--- config.mk ---
export PLATFORM = sky130hd
export DESIGN_NAME = dmem_responder
export DESIGN_NICKNAME = d
export VERILOG_FILES = /design/src/rtl/dmem_responder.sv
export SDC_FILE = /design/constraint.sdc
export NUM_CORES = 1
export LEC_CHECK = 0
export ABC_AREA = 1
export BUFFER_PORTS_ARGS = -buffer_cell sky130_fd_sc_hd__buf_2
export CAP_MARGIN = 20
export CELL_PAD_IN_SITES_DETAIL_PLACEMENT = 0
export CELL_PAD_IN_SITES_GLOBAL_PLACEMENT = 2
export CORE_ASPECT_RATIO = 2
export CORE_MARGIN = 3
export CORE_UTILIZATION = 40
export CTS_CLUSTER_DIAMETER = 60
export DETAILED_ROUTE_END_ITERATION = 8
export GPL_TIMING_DRIVEN = 1
export PLACE_DENSITY = 0.85
export SLEW_MARGIN = 20
export SYNTH_ARGS = -nofsm -noshare
export SYNTH_HDL_FRONTEND = slang
export SYNTH_SLANG_ARGS = --single-unit
--- constraint.sdc ---
create_clock -name clk -period 8.27 [get_ports clk]
set_input_delay 1.2405 -clock clk [delete_from_list [all_inputs] [get_ports clk]]
set_output_delay 1.2405 -clock clk [all_outputs]
set_load 0.01 [all_outputs]
--- src/rtl/dmem_responder.sv ---
// dmem_responder: multi-cycle data-memory responder for the multi-cycle CPU.
// It latches one load/store request, waits WAIT_CYCLES cycles, and then
// commits the store or returns the load word with a one-cycle ready pulse.
// Storage is a big-endian byte array of DEPTH_BYTES entries. Addresses wrap
// modulo DEPTH_BYTES.
// Optional feature macro: DMEM_ALIGN_CHECK_EN. It adds the err port. A
// misaligned access then performs no write and returns rdata=0 with err=1.
// Without the macro, addr[1:0] is ignored and every access is word-aligned.
// Memory contents are not touched by Reset. They rely on the zero power-up
// contents of the target storage.

module dmem_responder #(
    parameter int DEPTH_BYTES = 128,
    parameter int WAIT_CYCLES = 2
) (
    input  logic        clk,
    input  logic        Reset,
    input  logic        req,
    input  logic        DataMemRW,
    input  logic [31:0] addr,
    input  logic [31:0] wdata,
    output logic [31:0] rdata,
    output logic        ready,
    output logic        busy
`ifdef DMEM_ALIGN_CHECK_EN
    ,
    output logic        err
`endif
);

    localparam int         AW       = $clog2(DEPTH_BYTES);
    localparam logic [3:0] CNT_LOAD = (WAIT_CYCLES > 0) ? 4'(WAIT_CYCLES - 1) : 4'd0;

    typedef enum logic [1:0] {
        S_IDLE = 2'd0,
        S_WAIT = 2'd1,
        S_RESP = 2'd2
    } state_t;

    state_t        r_state;
    state_t        w_state_nxt;
    logic [3:0]    r_cnt;
    logic [AW-1:0] r_addr;
    logic [31:0]   r_wdata;
    logic          r_rw;
    logic [31:0]   r_rdata;
    logic [7:0]    r_mem [DEPTH_BYTES];

    logic          w_accept;
    logic          w_enter_resp;
    logic [AW-1:0] w_acc_addr;
    logic [31:0]   w_acc_wdata;
    logic          w_acc_rw;
    logic [AW-1:0] w_base;
    logic [31:0]   w_word;
    logic          w_bad;
    logic          w_unused_addr;

    // Bits above the memory size only select an aliased copy of the array.
    assign w_unused_addr = ^addr[31:AW];

    assign w_accept     = (r_state == S_IDLE) && req;
    assign w_enter_resp = (r_state != S_RESP) && (w_state_nxt == S_RESP);

    // With WAIT_CYCLES=0 the commit happens on the accepting edge itself,
    // so the access fields come straight from the inputs while IDLE.
    assign w_acc_addr  = (r_state == S_IDLE) ? addr[AW-1:0] : r_addr;
    assign w_acc_wdata = (r_state == S_IDLE) ? wdata        : r_wdata;
    assign w_acc_rw    = (r_state == S_IDLE) ? DataMemRW    : r_rw;

    // Word base: byte index with the two low bits cleared.
    assign w_base = w_acc_addr & ~AW'(3);
    assign w_word = {r_mem[w_base],
                     r_mem[w_base + AW'(1)],
                     r_mem[w_base + AW'(2)],
                     r_mem[w_base + AW'(3)]};

`ifdef DMEM_ALIGN_CHECK_EN
    assign w_bad = |w_acc_addr[1:0];
`else
    assign w_bad = 1'b0;
`endif

    // State register.
    always_ff @(posedge clk) begin
        if (Reset) begin
            r_state <= S_IDLE;
        end else begin
            r_state <= w_state_nxt;
        end
    end

    // Next-state logic: IDLE accepts, WAIT counts down, RESP lasts one cycle.
    always_comb begin
        w_state_nxt = r_state;
        case (r_state)
            S_IDLE: begin
                if (req) begin
                    w_state_nxt = (WAIT_CYCLES == 0) ? S_RESP : S_WAIT;
                end
            end
            S_WAIT: begin
                if (r_cnt == 4'd0) begin
                    w_state_nxt = S_RESP;
                end
            end
            S_RESP: begin
                w_state_nxt = S_IDLE;
            end
            default: begin
                w_state_nxt = S_IDLE;
            end
        endcase
    end

    // Output decode: ready in RESP, busy whenever an access is in flight.
    always_comb begin
        ready = (r_state == S_RESP);
        busy  = (r_state != S_IDLE);
        rdata = r_rdata;
`ifdef DMEM_ALIGN_CHECK_EN
        err   = (r_state == S_RESP) && w_bad;
`endif
    end

    // Capture the request fields on acceptance; later input changes are ignored.
    always_ff @(posedge clk) begin
        if (!Reset && w_accept) begin
            r_addr  <= addr[AW-1:0];
            r_wdata <= wdata;
            r_rw    <= DataMemRW;
        end
    end

    // Wait counter: loaded on acceptance, decremented while in WAIT.
    always_ff @(posedge clk) begin
        if (Reset) begin
            r_cnt <= 4'd0;
        end else if (w_accept) begin
            r_cnt <= CNT_LOAD;
        end else if ((r_state == S_WAIT) && (r_cnt != 4'd0)) begin
            r_cnt <= r_cnt - 4'd1;
        end
    end

    // Store commit on the edge entering RESP; an aborted access never writes.
    always_ff @(posedge clk) begin
        if (!Reset && w_enter_resp && w_acc_rw && !w_bad) begin
            for (int i = 0; i < 4; i++) begin
                r_mem[w_base + AW'(i)] <= w_acc_wdata[31 - 8*i -: 8];
            end
        end
    end

    // Load data register: pre-write word while entering RESP, zero otherwise.
    always_ff @(posedge clk) begin
        if (Reset) begin
            r_rdata <= 32'd0;
        end else if (w_enter_resp && !w_bad) begin
            r_rdata <= w_word;
        end else begin
            r_rdata <= 32'd0;
        end
    end

endmodule
==> results.md, run 1 <==
* Crit path DAT at 4.88 ns
* #FFs+latches synth at 1100
* Postcts setup bufs at 0
* Cells along the critical path: nor2_4 -> buf_4 -> nand2_1 -> nand2_8 -> nand2_1 -> nor3_2 -> buf_4
* Post-synthesis compound-gate area fraction at 0.0117
* Final TNS setup at 0 ns
* Top delay family on crit path: simple AND/OR/NAND/NOR gates
* Die Y at 490 um
* Pin count of the biggest net entering global routing at 186
* Syn nets at 4619
* Async set-or-reset flop fraction in the synthesized netlist at 0
* Clk_lat worst skew at 0.70 ns
* Hold buffer count at cts at 0
* Avg WL per Cell at 20.0 um
* Grt ovf at 0
* CTS resizes at 0
* DR iter-0 viols at 2181
* Initial Utilization at 0.403
* Filler cell count at 10.9k
* GPL Wtd Cong at 0.756
* Post-synthesis simple-gate area fraction at 0.185
* Number of I/O pins at 102
* DRC at 0
* CP max stage delay at 0.93 ns
* Synth Area per Inst at 10.3 um2
* Yosys Warn Count at 0
* Slew Limit Fails at 0
* Clock Sink Count at 1100
* GRT Util Overall at 0.207
* Initial antenna violation count at 1
* Post-route ant nets at 0
* DR vias/cell at 4.73
* H-tree Lvls at 3
* Final min period at 4.55 ns
* PwrDens at 237 nW/um2
* Layout cells sized above 1 at 0.0824
* Adder-cell share of the synthesized area at 0.000267
* Global-route wire length before repair at 185000 um
* Crit path buf inv count at 2
* IO Port Bufs at 74
* CTS Buf Count at 99
* Num rows at 177
* CP Capture Type: register
* VDD IR max at 0.176 mV
* Req. time, crit path at 8.60 ns
* Xor and xnor area share after synthesis at 0
* Setup crit start kind: register
* Clock slew at reported path FFs at 0.06 ns
* Crit Path Max Fanout at 89
* Slew @ Worst Pin at 1.15 ns
* CTS tree: built
* Pre-antenna DRT Iters at 6
* Commonest cells after routing, fill and taps aside: nand2_1, edfxtp_1, inv_1
* Hold Slack at 0.480 ns
* # setup viols final at 0
* Vias in the first global route at 28.8k
* Primary FF master, synth: edfxtp_1
* CTS Root Cell: clkbuf_16
* Slowest-stage cell, CP: nor3_2
* Skew final at 0.0224 ns
* Register area share after synthesis at 0.696
* F_max at 220 MHz
* Status: completed
* Final Hold Viols at 0
* Area grow syn2layout at 11.8%
* Fin crit share at 0.551
* Synth cell types at 28
* Largest family of logic cells by synthesized area: simple AND/OR/NAND/NOR gates
* Number of synthesized flops with an enable pin at 1062
* Die Wd at 248 um
* # nets final at 4695
* Worst min path class: register to register
* Die area at 122000 um2
* Multiplexer share of the synthesized area at 0
* Relative slew slack at 0.233
* Worst Path Class, Setup: register to register
* RSZ-0062 raised after global routing: no
* Maxcap violations at 0
* Cells after Synth at 4550
* Most common cell after layout, fill and taps aside: nand2_1
* Post-Synthesis Cell Area at 46900 um2
* Total number of vias at 29.5k
* Placeable Area at 116000 um2
* Detailed Route WL at 124000 um
* Post-DP HPWL at 69300 um
* Leak Pwr at 22.8 nW
* Clock Path Buffers at 3
-- worst paths after layout --
check              from           end  slack [ns]  depth (start not counted)
max          r_state[0]  r_mem[68][6]        3.72                          7
min            r_cnt[0]      r_cnt[0]        0.48                          2
max reg2reg  r_state[0]  r_mem[68][6]        3.72                          7
min reg2reg    r_cnt[0]      r_cnt[0]        0.48                          2
-- synthesized netlist by cell type (all sizes together) (2+ instances only) --
master  count  share of area
buf       173          0.020
nor3       31         0.0034
clkbuf     20         0.0016
dfxtp      38          0.016
edfxtp   1062           0.68
nor2       84         0.0072
or2         2        0.00027
nand4      32         0.0043
nand2    1435           0.12
o21ai     102          0.011
a21oi       3        0.00032
inv      1051          0.084
nand3     512          0.055
-- tightest hold or removal path: stages, from the launching register on --
cell     delay (ns)
dfxtp_1        0.31
nand2_1        0.06
a31oi_1        0.06
-- power by group --
part | switching [mW] | total [mW] | internal (mW)
clock | 2.06 | 4.61 | 2.55
sequential | 0.00771 | 6.28 | 6.27
combinational | 1.16 | 1.50 | 0.336
-- routing by layer --
layer	vias to the layer above	global-route usage	wire, um	share of wire
li1	14500	-	-	-
met1	14200	0.238	48200	0.39
met2	610	0.392	67900	0.55
met3	175	0.0249	4830	0.039
met4	0	0.0662	3490	0.028
met5	-	0	0	0
-- registers in the layout, summed over array words and instances (netlist names) --
| signal | cells |
|---|---|
| r_mem | 1024 |
| r_wdata | 32 |
| rdata | 32 |
| r_addr | 5 |
| r_cnt | 4 |
| r_state | 2 |
| r_rw | 1 |
-- per-stage QoR --
stage | cell area [um2] | power, mW | worst slack, ns | util | instances
2_1_floorplan | 46900 | 7.33 | 3.49 | - | 4550
3_3_place_gp | 49100 | 7.93 | 3.20 | 0.423 | 6044
3_5_place_dp | 49200 | 7.94 | 3.11 | 0.423 | 6046
4_1_cts | 52400 | 12.5 | 3.62 | 0.450 | 6232
5_1_grt | 52400 | 12.9 | 3.39 | 0.451 | 6233
6_report | 52400 | 12.4 | 3.72 | 0.451 | 6234
-- kinds of logic (layout without fill, tap and decap cells) --
group           Yosys count  in the layout
compound gates          107            107
other cells               0              2
fa+ha+maj                 1              1
flops                  1100           1100
buf+inv                1245           1406
simple gates           2097           2097
-- final cells by class --
type / instances / area (um2) / area share
inverter: 1052 / 3950 / 0.0754
timing repair buffer: 168 / 1180 / 0.0225
clock inverter: 50 / 453 / 0.00864
tap: 1521 / 1900 / 0.0363
antenna: 2 / 5.00 / 0.0000955
clock buffer: 136 / 2740 / 0.0523
multi-input combinational: 2205 / 9520 / 0.182
sequential: 1100 / 32700 / 0.623
Power figures use the tool's default switching activity.
==> inputs of run 2 (changes only) <==
--- a/config.mk
+++ b/config.mk
@@ -5,7 +5,7 @@
 export SDC_FILE = /design/constraint.sdc
 export NUM_CORES = 1
 export LEC_CHECK = 0
-export ABC_AREA = 1
+export ABC_AREA = 0
 export BUFFER_PORTS_ARGS = -buffer_cell sky130_fd_sc_hd__buf_2
 export CAP_MARGIN = 20
 export CELL_PAD_IN_SITES_DETAIL_PLACEMENT = 0
@@ -16,7 +16,7 @@
 export CTS_CLUSTER_DIAMETER = 60
 export DETAILED_ROUTE_END_ITERATION = 8
 export GPL_TIMING_DRIVEN = 1
-export PLACE_DENSITY = 0.85
+export PLACE_DENSITY = 0.8
 export SLEW_MARGIN = 20
 export SYNTH_ARGS = -nofsm -noshare
 export SYNTH_HDL_FRONTEND = slang
==> constraint.sdc (replaced) <==
create_clock -name clk -period 4.75 [get_ports clk]
set_input_delay 0.7125 -clock clk [delete_from_list [all_inputs] [get_ports clk]]
set_output_delay 0.7125 -clock clk [all_outputs]
set_load 0.01 [all_outputs]
==> run 2 against run 1 <==
Effect of this change:
- maximum frequency increased by 23%
- setup slack got worse by 2.7 ns
- flip-flop and latch count unchanged
- hold slack got worse by 0.28 ns
- final cell count decreased by 23%
- count of clock-buffer cells in the layout decreased by 25
- core utilization increased by 0.99 points
- clock power increased by 69%
- global-route usage increased by 2.7 points
==> results.md, run 2 <==
* Status: completed
* CP Capture Type: register
* Clock Sink Count at 1100 (unchanged)
* Post-synthesis simple-gate area fraction at 0.0751 (-0.110)
* Final TNS setup at 0 ns (unchanged)
* PwrDens at 420 nW/um2 (+78%)
* Hold Slack at 0.198 ns (-0.282 ns)
* Fin cells at 4808 (-23%)
* Cells after Synth at 3301 (-27%)
* Placeable Area at 109000 um2 (-6.3%)
* Largest family of logic cells by synthesized area: compound AO/OA/AOI/OAI gates
* Skew final at 0.0273 ns (+0.00485 ns)
* Relative slew slack at 0.210 (-0.0235)
* Crit Path Max Fanout at 18 (-80%)
* Largest area contributor in the netlist: edfxtp_1
* Critical hold path startpoint: wdata[3]
* Setup crit start kind: register
* Primary FF master, synth: edfxtp_1
* Clk_lat worst skew at 0.70 ns (about the same)
* Area grow syn2layout at 13.8%
* Grt ovf at 0 (unchanged)
* Async set-or-reset flop fraction in the synthesized netlist at 0 (unchanged)
* Number of I/O pins at 102 (unchanged)
* Clock slew at reported path FFs at 0.07 ns (about the same)
* Slew @ Worst Pin at 1.19 ns (+0.0353 ns)
* Worst setup startpoint: r_cnt[0]
* Yosys Warn Count at 0 (unchanged)
* Clock Path Buffers at 3 (unchanged)
* CTS Buf Count at 94 (-5.1%)
* # nets final at 3414 (-27%)
* Syn nets at 3370 (-27%)
* Global-route wire length before repair at 199000 um (+7.7%)
* Setup WS post-layout at 1.05 ns (-2.67 ns)
* Number of synthesized flops with an enable pin at 1062 (unchanged)
* Num rows at 171 (-3.4%)
* #FFs+latches synth at 1100 (unchanged)
* Leak Pwr at 15.7 nW (-31%)
* Reg with most FFs: r_mem
* Fin crit share at 0.779 (+0.228)
* CTS Root Cell: clkbuf_16
* Pre-antenna DRT Iters at 5 (-1)
* RR Startpoint: r_cnt[0]
* Crit path DAT at 4.08 ns (-0.80 ns)
* Synth top area share at 0.724 (+0.0434)
* Final core utilization at 0.461 (+0.00987)
* H-tree Lvls at 3 (unchanged)
* Largest register FFs at 1024 (unchanged)
* IO Port Bufs at 74 (unchanged)
* Dpl ws at 1.04 ns (-2.07 ns)
* CTS resizes at 0 (unchanged)
* Detailed Route WL at 135000 um (+8.2%)
* Die Y at 475 um (-3.0%)
* Total number of vias at 29.6k (+0.36%)
* DR iter-0 viols at 3447 (+58%)
* Total Power at 21.1 mW (+70%)
* Multiplexer share of the synthesized area at 0 (unchanged)
* Final Hold Viols at 0 (unchanged)
* Initial Utilization at 0.405 (+0.00144)
* Register area share after synthesis at 0.741 (+0.0444)
* Xor and xnor area share after synthesis at 0.000596 (+0.000596)
* Pin count of the biggest net entering global routing at 85 (-54%)
* Maxcap violations at 0 (unchanged)
* Post-Synthesis Cell Area at 44100 um2 (-6.0%)
* Post-Place Cells at 4629 (-23%)
* Adder-cell share of the synthesized area at 0.000284 (+0.0000170)
* DRC at 0 (unchanged)
* Post-route cell area at 50200 um2 (-4.3%)
* Top-count cell post-synth: edfxtp_1
* Slew Limit Fails at 0 (unchanged)
* Hold buffer count at cts at 0 (unchanged)
* F_max at 270 MHz (+23%)
* Layout cells sized above 1 at 0.135 (+0.0526)
* GPL Wtd Cong at 0.791 (+4.7%)
* DR vias/cell at 6.15 (+30%)
* Initial antenna violation count at 4 (+3)
* CTS tree: built
* Worst min path class: primary input to register
* # setup viols final at 0 (unchanged)
* RSZ-0062 raised after global routing: no
* Die Wd at 241 um (-3.0%)
* Commonest cells after routing, fill and taps aside: edfxtp_1, a21oi_1, nand3_1
* Vias in the first global route at 29.7k (+3.1%)
* Area contributors post-synth: edfxtp_1, a21oi_1, nand3_1, o21ai_0, o41ai_1
* Die area at 114000 um2 (-5.9%)
* Req. time, crit path at 5.13 ns (-3.47 ns)
* Placement Cell Area at 47000 um2 (-4.4%)
* Synth cell types at 36 (+29%)
* Post-synthesis compound-gate area fraction at 0.150 (+0.138)
* GRT Util Overall at 0.234 (+0.0270)
* Avg WL per Cell at 28.0 um (+40%)
* Post-route ant nets at 0 (unchanged)
* Synth Area per Inst at 13.4 um2 (+30%)
* Commonest cells post-synth: edfxtp_1, a21oi_1, nand3_1
* Final min period at 3.70 ns (-0.853 ns)
* Postcts setup bufs at 0 (unchanged)
* Most common cell after layout, fill and taps aside: edfxtp_1
* Post-DP HPWL at 77200 um (+11%)
* Worst Path Class, Setup: register to register
* VDD IR max at 0.307 mV (+74%)
## run 2: cell types whose count changed after synthesis, moves of 20 or more
| cell | change |
|---|---|
| nand2_1 | -1321 |
| inv_1 | -1036 |
| a21oi_1 | +513 |
| o21ai_0 | +508 |
| clkbuf_1 | +151 |
| o41ai_1 | +128 |
| buf_2 | -100 |
| o21ai_1 | -95 |
| buf_1 | +63 |
| nor2_1 | -45 |
| a41oi_1 | +32 |
| nand4_1 | -32 |
| nor3_1 | -28 |
| buf_6 | +20 |
## run 2: power breakdown
| group | internal (mW) | switching, mW | total (mW) |
|---|---|---|---|
| logic | 0.572 | 1.74 | 2.31 |
| clock network | 4.24 | 3.56 | 7.81 |
| registers | 10.9 | 0.0218 | 10.9 |
| total | 15.7 | 5.32 | 21.1 |
## run 2: worst max-delay path, cell delays in order, from the launching register on
cell and delay (ns):
dfxtp_1 0.33, inv_1 0.06, ha_1 0.16, or3b_2 0.47, or3_2 0.80, a21oi_1 0.27
buf_4 0.20, nand2_1 0.24, nor2_4 0.51, buf_4 0.33
## run 2: final cells by class
class                           instances  area, um2
Antenna cell                            1       2.50
Clock buffer                          111       2450
Clock inverter                         63        596
Fill cell                            9632      58700
Timing Repair Buffer                  260       2360
Sequential cell                      1100      32700
Multi-Input combinational cell       1883      10300
Inverter                                6       22.5
Tap cell                             1384       1730
## run 2: final timing paths
kind / cells past startpoint / slack (ns) / to
setup / recovery: 9 / 1.05 / r_mem[74][2]
hold / removal: 1 / 0.20 / r_wdata[3]
setup reg to reg: 9 / 1.05 / r_mem[74][2]
hold reg to reg: 2 / 0.52 / r_cnt[1]
## run 2: kinds of logic (layout without fill, tap and decap cells)
family / count (synthesis) / count (layout)
buf+inv: 318 / 440
fa+ha+maj: 1 / 1
xor+xnor: 3 / 3
flops: 1100 / 1100
compound gates: 1196 / 1196
other cells: 0 / 1
simple gates: 683 / 683
## run 2: routing by layer
layer	track usage	part of all wire	up-vias	routed length, um
met5	0	0.00029	-	39
met4	0.0807	0.032	6	4370
met3	0.0301	0.063	254	8500
li1	-	-	12900	-
met1	0.304	0.39	15200	52700
met2	0.403	0.51	1207	69000
